### config.mk
export PLATFORM = sky130hd
export DESIGN_NAME = mem_read_seq
export DESIGN_NICKNAME = d
export VERILOG_FILES = /design/src/rtl/mem_read_seq.sv
export SDC_FILE = /design/constraint.sdc
export NUM_CORES = 1
export LEC_CHECK = 0
export BUFFER_PORTS_ARGS = -buffer_cell sky130_fd_sc_hd__buf_4
export CAP_MARGIN = 20
export CORE_MARGIN = 3
export CORE_UTILIZATION = 50
export CTS_CLUSTER_DIAMETER = 30
export DETAILED_ROUTE_END_ITERATION = 8
export GPL_TIMING_DRIVEN = 1
export PLACE_DENSITY = 0.81
export SYNTH_ARGS = -nofsm -noshare
export SYNTH_HDL_FRONTEND = slang
export SYNTH_SLANG_ARGS = --single-unit
### constraint.sdc
create_clock -name clk -period 2.9 [get_ports clk]
set_input_delay 0.58 -clock clk [delete_from_list [all_inputs] [get_ports clk]]
set_output_delay 0.58 -clock clk [all_outputs]
set_load 0.005 [all_outputs]
### src/rtl/mem_read_seq.sv
// Tile read sequencer: issues one row address per cycle to bank 0 and skews it down the BRAM banks.
// Optional protocol-error detection is built when MEM_READ_SEQ_ERR_EN is defined.
module mem_read_seq #(
  parameter int D_W = 8,
  parameter int N   = 3,
  parameter int M   = 6,
  localparam int AW = $clog2((M*M)/N),
  localparam int TW = (M/N > 1) ? $clog2(M/N) : 1
) (
  input  logic          clk,
  input  logic          rst_n,
  input  logic          start,
  input  logic [TW-1:0] tile_idx,
  input  logic          mode,
  input  logic          stall,
  output logic          busy,
  output logic          done,
  output logic          err,
  output logic [AW-1:0] rd_addr_bram [N-1:0],
  output logic [N-1:0]  rd_en_bram
);

  localparam int RW  = (M > 1) ? $clog2(M) : 1;
  localparam int DCW = (N > 1) ? $clog2(N) : 1;

  if (D_W < 1 || (M % N) != 0) begin : g_bad_cfg
    $error("mem_read_seq: D_W must be positive and M divisible by N");
  end

  typedef enum logic [1:0] {IDLE, RUN, DRAIN, DONE} state_t;

  state_t          state_q, state_d;
  logic [RW-1:0]   row_q;
  logic [TW-1:0]   tile_q;
  logic            mode_q;
  logic [DCW-1:0]  drain_q;
  logic [AW-1:0]   hold_q;
  logic [AW-1:0]   addr_c;
  logic            issue, last_issue, accept;

  assign accept     = (state_q == IDLE) && start;
  assign issue      = (state_q == RUN) && !stall;
  assign last_issue = issue && (row_q == RW'(M-1));

  always_ff @(posedge clk or negedge rst_n) begin
    if (!rst_n) state_q <= IDLE;
    else        state_q <= state_d;
  end

  always_comb begin
    state_d = state_q;
    case (state_q)
      IDLE:    if (start) state_d = RUN;
      RUN:     if (last_issue) state_d = (N > 1) ? DRAIN : DONE;
      DRAIN:   if (drain_q == DCW'(N-2)) state_d = DONE;
      DONE:    state_d = IDLE;
      default: state_d = IDLE;
    endcase
  end

  always_comb begin
    busy = 1'b0;
    done = 1'b0;
    if (state_q != IDLE) busy = 1'b1;
    if (state_q == DONE) done = 1'b1;
  end

  always_ff @(posedge clk or negedge rst_n) begin
    if (!rst_n) begin
      row_q   <= '0;
      tile_q  <= '0;
      mode_q  <= 1'b0;
      drain_q <= '0;
      hold_q  <= '0;
    end else begin
      if (accept) begin
        row_q  <= '0;
        tile_q <= tile_idx;
        mode_q <= mode;
      end else if (issue) begin
        row_q <= row_q + RW'(1);
      end
      if (state_q != DRAIN) drain_q <= '0;
      else                  drain_q <= drain_q + DCW'(1);
      if (issue) hold_q <= addr_c;
    end
  end

  // Bank-0 address is live while issuing and otherwise parks on the last issued value
  assign addr_c = AW'(mode_q ? (32'(row_q) * 32'(M/N) + 32'(tile_q))
                             : (32'(tile_q) * 32'(M) + 32'(row_q)));
  assign rd_en_bram[0]   = issue;
  assign rd_addr_bram[0] = issue ? addr_c : hold_q;

  // Skew chain runs every cycle so stall bubbles ripple down the banks
  for (genvar x = 1; x < N; x++) begin : g_skew
    logic [AW-1:0] addr_q;
    logic          en_q;
    always_ff @(posedge clk or negedge rst_n) begin
      if (!rst_n) begin
        addr_q <= '0;
        en_q   <= 1'b0;
      end else begin
        addr_q <= rd_addr_bram[x-1];
        en_q   <= rd_en_bram[x-1];
      end
    end
    assign rd_addr_bram[x] = addr_q;
    assign rd_en_bram[x]   = en_q;
  end

`ifdef MEM_READ_SEQ_ERR_EN
  logic err_q;
  always_ff @(posedge clk or negedge rst_n) begin
    if (!rst_n)              err_q <= 1'b0;
    else if (accept)         err_q <= 1'b0;
    else if (start && busy)  err_q <= 1'b1;
  end
  assign err = err_q;
`else
  assign err = 1'b0;
`endif

endmodule

==> impl_results.md <==
* CP Class: register to primary output
* Pins over their slew limit at 0
* Antenna Nets Post-Route at 0
* Row cnt at 14
* CP endpoint kind: primary output
* Critical Path Fanout Max at 5
* Initial antenna violation count at 0
* Distinct cells, synth at 22
* Largest net degree at the start of global routing at 20
* Vias in the first global route at 580
* CTS buffer count at 3
* Wirelength per Cell at 12.4 µm
* Post-route DRC violation count at 0
* Dpl hpwl at 1240 µm
* Worst Hold Class: input port to async pin
* Die area at 2340 µm²
* Max cap viols at 0
* TNS Setup at 0 ns
* DRT iter0 DRCs at 6
* First-pass GRT wire length at 2610 µm
* Slowest library cell on the worst path: dfrtp_1
* TritonCTS clock tree: yes
* Gr usage total at 0.147
* Initial Utilization at 0.564
* Area taken by multi-input logic gates at 344 µm²
* Unrepaired setup endpoints after global routing: no
* Status: finished clean
* Final setup viols at 0
* Cts hold-fix bufs at 0
* Postcts setup bufs at 0
* Arr. time, crit path at 1.91 ns
* Die Ht at 48.4 µm
* Pwr dens at 1040 nW/µm²
* WHS at 0.133 ns
* DR pass1 iterations at 4
* FF/Latch Area at 475 µm²
* Via-to-Cell Ratio at 4.85
* Final Critical Period at 2.49 ns
* Resized cells post-CTS at 0
* CP delay by family, top: adder cells
* Clock skew at 0.00196 ns
* Peak supply drop at 0.529 mV
* Yosys reg bits at 19
* Root buffer cell: clkbuf_4
* Register area share after synthesis at 0.529
* Fill cell count at 113
* CTS clk-pin slew, worst paths at 0.10 ns
* Final WL at 1520 µm
* Yosys Warn Count at 0
* N_diodes at 0
* Ratio of final minimum period to clock period at 0.857
* Cell Area, Synth at 900 µm²
* Die X at 48.4 µm
* Max Clock Freq at 402 MHz
* Via count at 597
* Startpoint types: register
* Layout area overhead at 20.3%
* Routability cong. at 0.738
* PortBufs at 22
* CP bufs+invs at 2
* # IOs at 24
* Syn Nets at 95
* Hold violation count in the final report at 0
* Mapped Cells at 79
* Crit path required time at 2.32 ns
* Nets at 116
* Clk Latency, worst-skew pair at 0.29 ns
* LEAKAGE at 0.000562 µW
* Final Core Density at 0.679
* Crit path largest cell delay at 0.44 ns
* H-tree levels at 1
* R2r setup slk at 1.13 ns
* CTS Sinks at 19
* Clk buf depth at 2
* Synth Area per Inst at 11.4 µm²
* CP cell instances: ha_1 -> inv_1 -> fa_1 -> nor2_1 -> a21oi_1 -> o21ai_0 -> buf_4
* Grt total ovfl at 0
* Core Box Area at 1590 µm²
* Share of cells above drive strength 1 at 0.293
## kinds of logic (layout without fill, tap and decap cells)
| kind of cell | count (synthesis) | count (layout) | synth area share |
|---|---|---|---|
| other | 1 | 1 | 0.00417 |
| xor gates and xnor gates | 2 | 2 | 0.0195 |
| adders and majority gates | 10 | 10 | 0.147 |
| AOI/OAI and AO/OA | 10 | 10 | 0.0654 |
| and+or+nand+nor | 14 | 14 | 0.0751 |
| buffers and inverters | 17 | 37 | 0.0890 |
| muxes | 6 | 6 | 0.0709 |
| DFF | 19 | 19 | 0.529 |
## state kept, by name, summed over array words and instances (netlist names)
signal,count
drain_q,2
mode_q,1
row_q,3
state_q,2
tile_q,1
g_skew.addr_q,8
g_skew.en_q,2
## cell type report
type | instances | share of cell area
Tap cell | 24 | 0.0277
Sequential cell | 19 | 0.439
Timing Repair Buffer | 22 | 0.153
Multi-Input combinational cell | 43 | 0.318
Inverter | 11 | 0.0382
Clock buffer | 4 | 0.0243
## path summary, 6_finish.rpt
path                                     start                  end  depth (start not counted)
min in group clk                g_skew[1].en_q       g_skew[2].en_q                          0
max in group asynchronous                rst_n  g_skew[1].addr_q[1]                          1
worst min register to register  g_skew[1].en_q       g_skew[2].en_q                          0
worst min-delay path                     rst_n           drain_q[0]                          1
worst max-delay path                  row_q[1]      rd_addr_bram[2]                          7
worst max register to register      state_q[0]           state_q[1]                          4
## synthesized netlist by cell type
| cell type | n | share of area |
|---|---|---|
| dfrtp_1 | 19 | 0.53 |
| ha_1 | 9 | 0.13 |
| inv_1 | 9 | 0.038 |
| nand2_1 | 5 | 0.021 |
| a21oi_1 | 4 | 0.022 |
| buf_4 | 4 | 0.033 |
| nor2_1 | 4 | 0.017 |
| o21ai_0 | 4 | 0.022 |
| mux2i_1 | 3 | 0.033 |
| inv_2 | 2 | 0.0083 |
| mux2_2 | 2 | 0.025 |
| nand3b_1 | 2 | 0.017 |
| nor2b_1 | 2 | 0.014 |
| xnor2_1 | 2 | 0.019 |
| a221oi_1 | 1 | 0.0097 |
| a222oi_1 | 1 | 0.011 |
| buf_2 | 1 | 0.0056 |
| clkbuf_1 | 1 | 0.0042 |
| conb_1 | 1 | 0.0042 |
| fa_1 | 1 | 0.022 |
| mux2_1 | 1 | 0.013 |
| nand2b_1 | 1 | 0.0070 |
## per-stage QoR
stage	instances	area, µm²	worst slack [ns]	total power [µW]
detailed placement	119	1060	0.741	1010
CTS	123	1080	0.396	1140
global placement	119	1060	0.773	973
floorplan	79	900	0.928	773
global route	123	1080	0.229	1230
finish	123	1080	0.415	1120
## metal layers
| layer | up-vias | wire [µm] | track usage |
|---|---|---|---|
| met3 | 4 | 105 | 0.0521 |
| met4 | 0 | 30 | 0.0711 |
| li1 | 295 | - | - |
| met1 | 276 | 652 | 0.167 |
| met5 | - | 0 | 0 |
| met2 | 22 | 735 | 0.245 |
## cell usage in the layout (no fill, tap or decap), drive strengths merged
cell     n
mux2     3
nand2    5
a221oi   1
a222oi   1
nand3b   2
mux2i    3
nor2b    2
inv     11
o21ai    4
nand2b   1
a21oi    4
clkbuf   4
buf     22
fa       1
dfrtp   19
conb     1
ha       9
nor2     4
xnor2    2
## power breakdown
group	switching [µW]	total (µW)	internal [µW]
combinational	236	519	283
sequential	94.9	475	380
clock	76.1	130	53.6
total	407	1120	716
(Power assumes the default switching activity.)
